--- config.mk ---
export PLATFORM = sky130hd
export DESIGN_NAME = alu_seq
export DESIGN_NICKNAME = d
export VERILOG_FILES = /design/src/rtl/alu_seq.sv
export SDC_FILE = /design/constraint.sdc
export NUM_CORES = 1
export LEC_CHECK = 0
export ABC_AREA = 1
export ABC_CLOCK_PERIOD_IN_PS = 3000
export CAP_MARGIN = 20
export CORE_ASPECT_RATIO = 1.2
export CORE_UTILIZATION = 61
export DETAILED_ROUTE_END_ITERATION = 10
export PLACE_DENSITY = 0.86
export SETUP_SLACK_MARGIN = 0.15
export SLEW_MARGIN = 20
export SYNTH_ARGS = -nofsm -noshare
export SYNTH_HDL_FRONTEND = slang
export SYNTH_SLANG_ARGS = --single-unit
--- constraint.sdc ---
create_clock -name clk -period 3 [get_ports clk]
set_input_delay 0.9 -clock clk [delete_from_list [all_inputs] [get_ports clk]]
set_output_delay 0.9 -clock clk [all_outputs]
set_load 0.005 [all_outputs]
--- src/rtl/alu_seq.sv ---
// alu_seq: sequential ALU with registered result and flags.
// Single-cycle logic, shift and add/sub operations are written on the accept edge.
// MUL/MULH use an iterative shift-add multiplier that processes one multiplier bit per cycle.
//
// Ports:
//   clk      rising-edge clock
//   rst_n    asynchronous active-low reset
//   in_a     operand A
//   in_b     operand B; also the shift amount
//   control  4-bit opcode
//   execute  issue request, accepted when execute && ready
//   ready    block can accept an opcode (low while multiplying)
//   done     one-cycle pulse when out/flags hold a new result
//   out      registered result
//   zf       zero flag
//   cf       carry/borrow flag
//   nf       negative flag (MSB of the result)
module alu_seq #(
  parameter int unsigned WIDTH = 8
) (
  input  logic             clk,
  input  logic             rst_n,
  input  logic [WIDTH-1:0] in_a,
  input  logic [WIDTH-1:0] in_b,
  input  logic [3:0]       control,
  input  logic             execute,
  output logic             ready,
  output logic             done,
  output logic [WIDTH-1:0] out,
  output logic             zf,
  output logic             cf,
  output logic             nf
);

  localparam int unsigned CntW = $clog2(WIDTH + 1);

  localparam logic [3:0] OpNand = 4'b0000;
  localparam logic [3:0] OpAnd  = 4'b0001;
  localparam logic [3:0] OpXor  = 4'b0010;
  localparam logic [3:0] OpShr  = 4'b0011;
  localparam logic [3:0] OpPass = 4'b0100;
  localparam logic [3:0] OpOr   = 4'b0101;
  localparam logic [3:0] OpAdd  = 4'b0110;
  localparam logic [3:0] OpSub  = 4'b0111;
  localparam logic [3:0] OpAdc  = 4'b1000;
  localparam logic [3:0] OpSbc  = 4'b1001;
  localparam logic [3:0] OpShl  = 4'b1010;
  localparam logic [3:0] OpCmp  = 4'b1011;
  localparam logic [3:0] OpMul  = 4'b1100;
  localparam logic [3:0] OpMulh = 4'b1101;

  typedef enum logic [0:0] {StIdle, StBusy} state_e;

  state_e             state_q, state_d;
  logic [CntW-1:0]    count_q, count_d;
  logic [2*WIDTH-1:0] mcand_q, mcand_d;
  logic [WIDTH-1:0]   mplier_q, mplier_d;
  logic [2*WIDTH-1:0] acc_q, acc_d;
  logic               mulh_q, mulh_d;
  logic [WIDTH-1:0]   out_q, out_d;
  logic               zf_q, zf_d;
  logic               cf_q, cf_d;
  logic               nf_q, nf_d;
  logic               done_q, done_d;

  logic               carry_in;
  logic [WIDTH:0]     sum;
  logic [WIDTH:0]     diff;
  logic [2*WIDTH-1:0] acc_nx;
  logic [WIDTH-1:0]   res;
  logic               wr_res;

  // ADC/SBC fold in the carry registered before the accept edge.
  assign carry_in = ((control == OpAdc) || (control == OpSbc)) && cf_q;
  assign sum      = {1'b0, in_a} + {1'b0, in_b} + {{WIDTH{1'b0}}, carry_in};
  // Bit WIDTH of the difference is the borrow (unsigned a < b + cin).
  assign diff     = {1'b0, in_a} - {1'b0, in_b} - {{WIDTH{1'b0}}, carry_in};
  assign acc_nx   = acc_q + (mplier_q[0] ? mcand_q : {(2*WIDTH){1'b0}});

  always_comb begin
    state_d  = state_q;
    count_d  = count_q;
    mcand_d  = mcand_q;
    mplier_d = mplier_q;
    acc_d    = acc_q;
    mulh_d   = mulh_q;
    out_d    = out_q;
    zf_d     = zf_q;
    cf_d     = cf_q;
    nf_d     = nf_q;
    done_d   = 1'b0;
    res      = out_q;
    wr_res   = 1'b0;

    unique case (state_q)
      StIdle: begin
        if (execute) begin
          done_d = 1'b1;
          wr_res = 1'b1;
          case (control)
            OpNand: res = ~(in_a & in_b);
            OpAnd:  res = in_a & in_b;
            OpXor:  res = in_a ^ in_b;
            OpOr:   res = in_a | in_b;
            // A shift by WIDTH or more naturally yields zero.
            OpShr:  res = in_a >> in_b;
            OpShl:  res = in_a << in_b;
            OpPass: res = in_a;
            OpAdd, OpAdc: begin
              res  = sum[WIDTH-1:0];
              cf_d = sum[WIDTH];
            end
            OpSub, OpSbc: begin
              res  = diff[WIDTH-1:0];
              cf_d = diff[WIDTH];
            end
            OpCmp: begin
              wr_res = 1'b0;
              zf_d   = (diff[WIDTH-1:0] == '0);
              nf_d   = diff[WIDTH-1];
              cf_d   = diff[WIDTH];
            end
            OpMul, OpMulh: begin
              wr_res   = 1'b0;
              done_d   = 1'b0;
              state_d  = StBusy;
              mcand_d  = {{WIDTH{1'b0}}, in_a};
              mplier_d = in_b;
              acc_d    = '0;
              count_d  = '0;
              mulh_d   = control[0];
            end
            // Reserved opcodes leave result and flags alone but still acknowledge.
            default: wr_res = 1'b0;
          endcase
        end
      end
      StBusy: begin
        acc_d    = acc_nx;
        mcand_d  = mcand_q << 1;
        mplier_d = mplier_q >> 1;
        count_d  = count_q + CntW'(1);
        if (count_q == CntW'(WIDTH - 1)) begin
          state_d = StIdle;
          done_d  = 1'b1;
          wr_res  = 1'b1;
          if (mulh_q) begin
            res  = acc_nx[2*WIDTH-1:WIDTH];
            cf_d = |acc_nx[WIDTH-1:0];
          end else begin
            res  = acc_nx[WIDTH-1:0];
            cf_d = |acc_nx[2*WIDTH-1:WIDTH];
          end
        end
      end
      default: state_d = StIdle;
    endcase

    if (wr_res) begin
      out_d = res;
      zf_d  = (res == '0);
      nf_d  = res[WIDTH-1];
    end
  end

  always_ff @(posedge clk or negedge rst_n) begin
    if (!rst_n) begin
      state_q  <= StIdle;
      count_q  <= '0;
      mcand_q  <= '0;
      mplier_q <= '0;
      acc_q    <= '0;
      mulh_q   <= 1'b0;
      out_q    <= '0;
      zf_q     <= 1'b0;
      cf_q     <= 1'b0;
      nf_q     <= 1'b0;
      done_q   <= 1'b0;
    end else begin
      state_q  <= state_d;
      count_q  <= count_d;
      mcand_q  <= mcand_d;
      mplier_q <= mplier_d;
      acc_q    <= acc_d;
      mulh_q   <= mulh_d;
      out_q    <= out_d;
      zf_q     <= zf_d;
      cf_q     <= cf_d;
      nf_q     <= nf_d;
      done_q   <= done_d;
    end
  end

  assign ready = (state_q == StIdle);
  assign done  = done_q;
  assign out   = out_q;
  assign zf    = zf_q;
  assign cf    = cf_q;
  assign nf    = nf_q;

endmodule

After elaboration in Yosys (flattened, before gate mapping)
Index checks and enable logic that the tools add are counted.
{"block": "word_totals", "register_bits": 58}
{"block": "op_classes", "n_shift": 2, "n_eq_ne": 19, "addsub": 6, "reduce_logical": 18, "bitwise_logic": 5, "n_mux": 42}
{"op": "16-bit 2-to-1 mux", "count": 5}
{"op": "8-bit case mux with 9 select lines", "count": 1}
{"op": "16-bit case mux with 2 select lines", "count": 2}
{"op": "8-bit 2-to-1 mux", "count": 5}
{"op": "8-bit case mux with 2 select lines", "count": 2}
{"op": "4-bit == test, second input constant", "count": 6}
{"op": "4-bit by 3-bit == test with 1-bit output, second input constant", "count": 5}
{"op": "1-bit 2-to-1 mux", "count": 19}
{"op": "16-bit adder", "count": 1}
{"op": "8-bit logical NOT", "count": 2}
{"op": "8-bit OR reduction", "count": 2}
{"op": "11-bit OR reduction", "count": 1}
{"op": "1-bit case mux with 2 select lines", "count": 5}
{"op": "8-bit by 8-bit adder with 9-bit output", "count": 1}
{"op": "9-bit by 1-bit adder with 9-bit output", "count": 1}
{"op": "3-bit AND reduction", "count": 3}
{"op": "8-bit by 8-bit subtractor with 9-bit output", "count": 1}
{"op": "9-bit by 1-bit subtractor with 9-bit output", "count": 1}
{"op": "8-bit bitwise AND", "count": 1}
{"op": "4-bit by 2-bit == test with 1-bit output, second input constant", "count": 2}
{"op": "4-bit 2-to-1 mux", "count": 2}
{"op": "8-bit NOT", "count": 1}
{"op": "8-bit bitwise OR", "count": 1}
{"op": "4-bit case mux with 2 select lines", "count": 1}
{"op": "other kinds (16)", "count": 21}

Logic depth before layout (Yosys ltp)
{"block": "logic_depth", "depth_word": 9, "ltp_mapped": 23}

Worst setup path before layout
Ideal clock, no wire load.
{"block": "synth_path", "path_type": "input to register", "startpoint": "input port control[3]", "endpoint": "register zf_q (netlist: zf)", "setup_ns": 0.071, "required_time_ns": 2.929, "t_arrival_ns": 3.308, "stages": 19, "slack_ns": -0.379, "path_cell_list": "inv_2 -> nor2_1 -> nand3_1 -> fa_1 -> fa_1 -> or2_2 -> nand2_1 -> nand3b_1 -> nand3_1 -> nand3_1 -> nor2_1 -> nand3_1 -> nand2_1 -> nand2_2 -> nor2_2 -> nand3_1 -> nor2_1 -> nor2_1 -> nor2_1"}
{"block": "synth_between", "elab_chain_cells": 9, "elab_cells_between_ends": 35, "classes_between": "add/sub: 2; eq/ne: 12; mux: 10; reduce/logical: 11"}
{"item": "start, declared", "line": "25", "source": "input logic [3:0] control,"}
{"item": "4-bit == test", "line": "74, 100"}
{"item": "1-bit logical OR", "line": "74", "source": "assign carry_in = ((control == OpAdc) || (control == OpSbc)) && cf_q;"}
{"item": "1-bit logical AND", "line": "74"}
{"item": "9-bit by 1-bit subtractor with 9-bit output or 9-bit by 1-bit adder with 9-bit output (tied branches)", "line": "77, 75"}
{"item": "8-bit case mux with 9 select lines or 8-bit logical NOT (tied branches)", "line": "100, 119"}
{"item": "8-bit 2-to-1 mux or 1-bit 2-to-1 mux (tied branches)", "line": "97, 100"}
{"item": "8-bit case mux with 2 select lines or 1-bit 2-to-1 mux (tied branches)", "line": "95, 97"}
{"item": "8-bit logical NOT or 1-bit 2-to-1 mux (tied branches)", "line": "161, 95"}
{"item": "1-bit 2-to-1 mux", "line": "159", "source": "if (wr_res) begin"}
{"item": "end signal, assigned", "line": "187", "source": "zf_q <= zf_d;"}
{"item": "end, declared", "line": "61", "source": "logic zf_q, zf_d;"}
Several ways; a longest one is shown, not always the timed one. The select of a mux whose other input is x is not followed.
A chain may end at the register's enable or synchronous reset.

Worst setup path after layout
Same ends and word-level chain as after synthesis.

==> impl_metrics.env <==
export IMPL_run_status="finished, violations left"
export IMPL_violations="setup timing"
export IMPL_antenna_left=0
export IMPL_antennaDiodeCount=0
export IMPL_die_w_microns=91.6
export IMPL_yosysSeqAreaShare_pct=24.7
export IMPL_synth_avg_cell_area_sq_um=6.36
export IMPL_netlist_area_sq_um=5880
export IMPL_cts_sinks=58
export IMPL_io_pins=36
export IMPL_combPwrFrac_pct=53.7
export IMPL_fin_tns_setup_ps=-1010
export IMPL_critPathArrivalTime_ps=3580
export IMPL_p_int_mw=2.68
export IMPL_p_clk_share_pct=17.9
export IMPL_synth_fp_nets=998
export IMPL_tritoncts="built"
export IMPL_hold_viol_final=0
export IMPL_area_growth_pct=28.1
export IMPL_routedWlPerCell_microns=17.6
export IMPL_first_pass_iters=6
export IMPL_fin_crit_ps=3290
export IMPL_maxSlewHeadroom_pct=49.7
export IMPL_instances_no_fill=1173
export IMPL_pwr_density_cell_nw_per_um2=634
export IMPL_final_max_slew_viol_count=0
export IMPL_vias=6920
export IMPL_initial_core_util_pct=64.0
export IMPL_grt_max_degree=59
export IMPL_drcViolationCount=0
export IMPL_worst_clock_skew_ps=4.93
export IMPL_hp_class="flop to flop"
export IMPL_layout_nets=1122
export IMPL_cts_max_level=3
export IMPL_placed_cell_area_sq_um=7010
export IMPL_worst_pin_slew_ps=754
export IMPL_grt_pass1_wl_microns=31700
export IMPL_grt_pass1_vias=6651
export IMPL_synth_edf_count=0
export IMPL_dpl_cell_count=1149
export IMPL_setup_viol=6
export IMPL_period_share_pct=110
export IMPL_ys_seq_elements=58
export IMPL_p_total_mw=4.77
export IMPL_dieArea_sq_um=10000
export IMPL_cp_data_required_time_ps=3280
export IMPL_async_flop_share_pct=100
export IMPL_holdBufCountCts=0
export IMPL_io_buffers=35
export IMPL_cp_start_kind="input port"
export IMPL_antenna_found_initial=0
export IMPL_viasPerCell=5.90
export IMPL_clkLatencyLatePin_ps=350
export IMPL_rsz0062_at_grt="yes"
export IMPL_path_clk_slew_ps=70
export IMPL_numCtsBuffers=9
export IMPL_maxCapViolCount=0
export IMPL_synth_cells=924
export IMPL_finalInstanceArea_sq_um=7530
export IMPL_dp_hpwl_microns=15400
export IMPL_placeableCoreArea_sq_um=9180
export IMPL_criticalPathCategory="input port to flop"
export IMPL_rows=38
export IMPL_yosys_warnings=0
export IMPL_place_gp_congestion=1.08
export IMPL_leakage_nw=4.07
export IMPL_mostFrequentLayoutCells="294 x nand2_1, 129 x inv_1, 95 x buf_4"
export IMPL_place_ws_ps=-951
export IMPL_setup_ws_ps=-292
export IMPL_synthFlopType="dfrtp_1"
export IMPL_layout_commonest_cell="nand2_1"
export IMPL_ir_drop_mv=0.482
export IMPL_drt_iter0_markers=515
export IMPL_switching_power_mw=2.09
export IMPL_grt_overflow=0
export IMPL_ctsLongestPathBuffers=2
export IMPL_switching_share_pct=43.8
export IMPL_synthDistinctLibCells=47
export IMPL_wirelength_microns=20700
export IMPL_critPathMaxFanout=2
export IMPL_drive_gt1_share_pct=19.7
export IMPL_fmax_mhz=304
export IMPL_crit_path_end_kind="flop"
export IMPL_seqPwrFrac_pct=28.4
export IMPL_root_buffer="clkbuf_8"
export IMPL_die_h_microns=110
export IMPL_fillers=664
export IMPL_grtUsageTotal_pct=41.4
area by class of cell:
| class | count | area (sq um) | area share (%) |
|---|---|---|---|
| Multi-Input combinational cell | 699 | 4020 | 53.5 |
| Inverter | 146 | 561 | 7.45 |
| Timing Repair Buffer | 134 | 1100 | 14.6 |
| Tap cell | 120 | 150 | 2.00 |
| Clock buffer | 12 | 165 | 2.19 |
| Sequential cell | 58 | 1450 | 19.3 |
| Clock inverter | 4 | 72.6 | 0.964 |
final timing paths:
| kind | depth (start not counted) | endpoint | slack [ps] | start |
|---|---|---|---|---|
| setup / recovery | 21 | zf$_DFFE_PN0P_ | -290 | control[3] |
| hold / removal | 2 | mcand_q[15]$_DFFE_PN0P_ | 500 | mcand_q[15]$_DFFE_PN0P_ |
| setup reg to reg | 19 | zf$_DFFE_PN0P_ | 100 | cf$_DFFE_PN0P_ |
| hold reg to reg | 2 | mcand_q[15]$_DFFE_PN0P_ | 500 | mcand_q[15]$_DFFE_PN0P_ |
| max in group asynchronous | 2 | out[0]$_DFFE_PN0P_ | 1800 | rst_n |
| min in group asynchronous | 2 | mplier_q[3]$_DFFE_PN0P_ | 680 | rst_n |
cells by family (layout without fill, tap and decap cells):
kind of cell             after synthesis  count (layout)  share of synthesized area, %
buffers and inverters                167             296                          11.0
XOR/XNOR                               8               8                          1.32
flip-flops                            58              58                          24.7
AND/OR/NAND/NOR                      531             531                          39.9
AO/OA/AOI/OAI                        109             109                          11.6
adder cells (fa/ha/maj)               51              51                          11.5
metal layers:
layer,track usage (%),vias to the layer above,part of all wire [%]
met5,0,-,0
li1,-,3233,-
met1,43.5,3149,35
met4,35.9,0,8.9
met2,72.7,402,49
met3,6.57,136,6.7
synth_stat cells, types with 2 or more instances:
cell type	number	area, sq um
inv_1	137	514
o21bai_1	2	15.0
nand2_1	300	1130
inv_2	8	30.0
or2_1	2	12.5
o31ai_1	2	15.0
ha_1	46	576
nand2_2	11	68.8
or2_2	3	18.8
nand3_1	94	470
dfrtp_1	58	1450
buf_2	6	30.0
fa_1	5	100
nor3_2	2	20.0
a21oi_1	26	130
nand2_4	4	45.0
buf_4	3	22.5
xnor2_1	2	17.5
nand3b_1	4	30.0
a22o_1	5	43.8
o21ai_1	4	20.0
nand4_1	19	119
o211ai_1	8	60.1
o22ai_1	10	62.6
nand3_2	3	30.0
nor2_1	67	251
clkbuf_1	11	41.3
nor2_2	10	62.6
o221ai_1	11	96.3
xor2_1	5	43.8
o21ai_2	3	26.3
nor3_1	5	25.0
o21ai_0	31	155
and2_1	4	25.0
registers in the layout, summed over array words and instances, names as in the netlist:
signal    flops
mcand_q      16
nf            1
cf            1
state_q       1
count_q       4
zf            1
acc_q        16
done          1
mplier_q      8
mulh_q        1
out           8
timing repair:
item / in CTS / in global routing
pin swaps: 25 / 22
setup endpoints to repair: 11 / 8
setup buffers: 5 / 3
resized for setup: 44 / 17
metrics by stage:
step           hold slack [ps]  util, %
2_1_floorplan              453        -
3_3_place_gp               473     76.4
3_5_place_dp               484     76.4
4_1_cts                    499     81.0
5_1_grt                    517     82.0
6_report                   496     82.0
worst max-delay path, stage by stage:
cell      delay [ps]
buf_6             70
buf_6            120
inv_12            30
nor2_4           190
nand3_4          140
fa_2             390
fa_2             370
or2_4            250
nand2_2           80
nand3b_1          90
nand3_1           80
nand3_1           60
nor2_1           110
nand3_1          120
nand2_1          100
nand2_2           60
nor2_2           110
nand3_1           70
nor2_1            90
nor2_1            50
nor2_1           100
power by group through the flow:
stage	Clock (mW)	Sequential, mW	Combinational [mW]
after CTS	0.854	1.34	2.42
final	0.853	1.36	2.56
after global routing	0.885	1.39	2.80
after floorplan	0	1.27	1.46
after detailed placement	0	1.34	2.30
after global placement	0	1.33	2.23
Note: power is estimated with default switching activity, not from simulation.
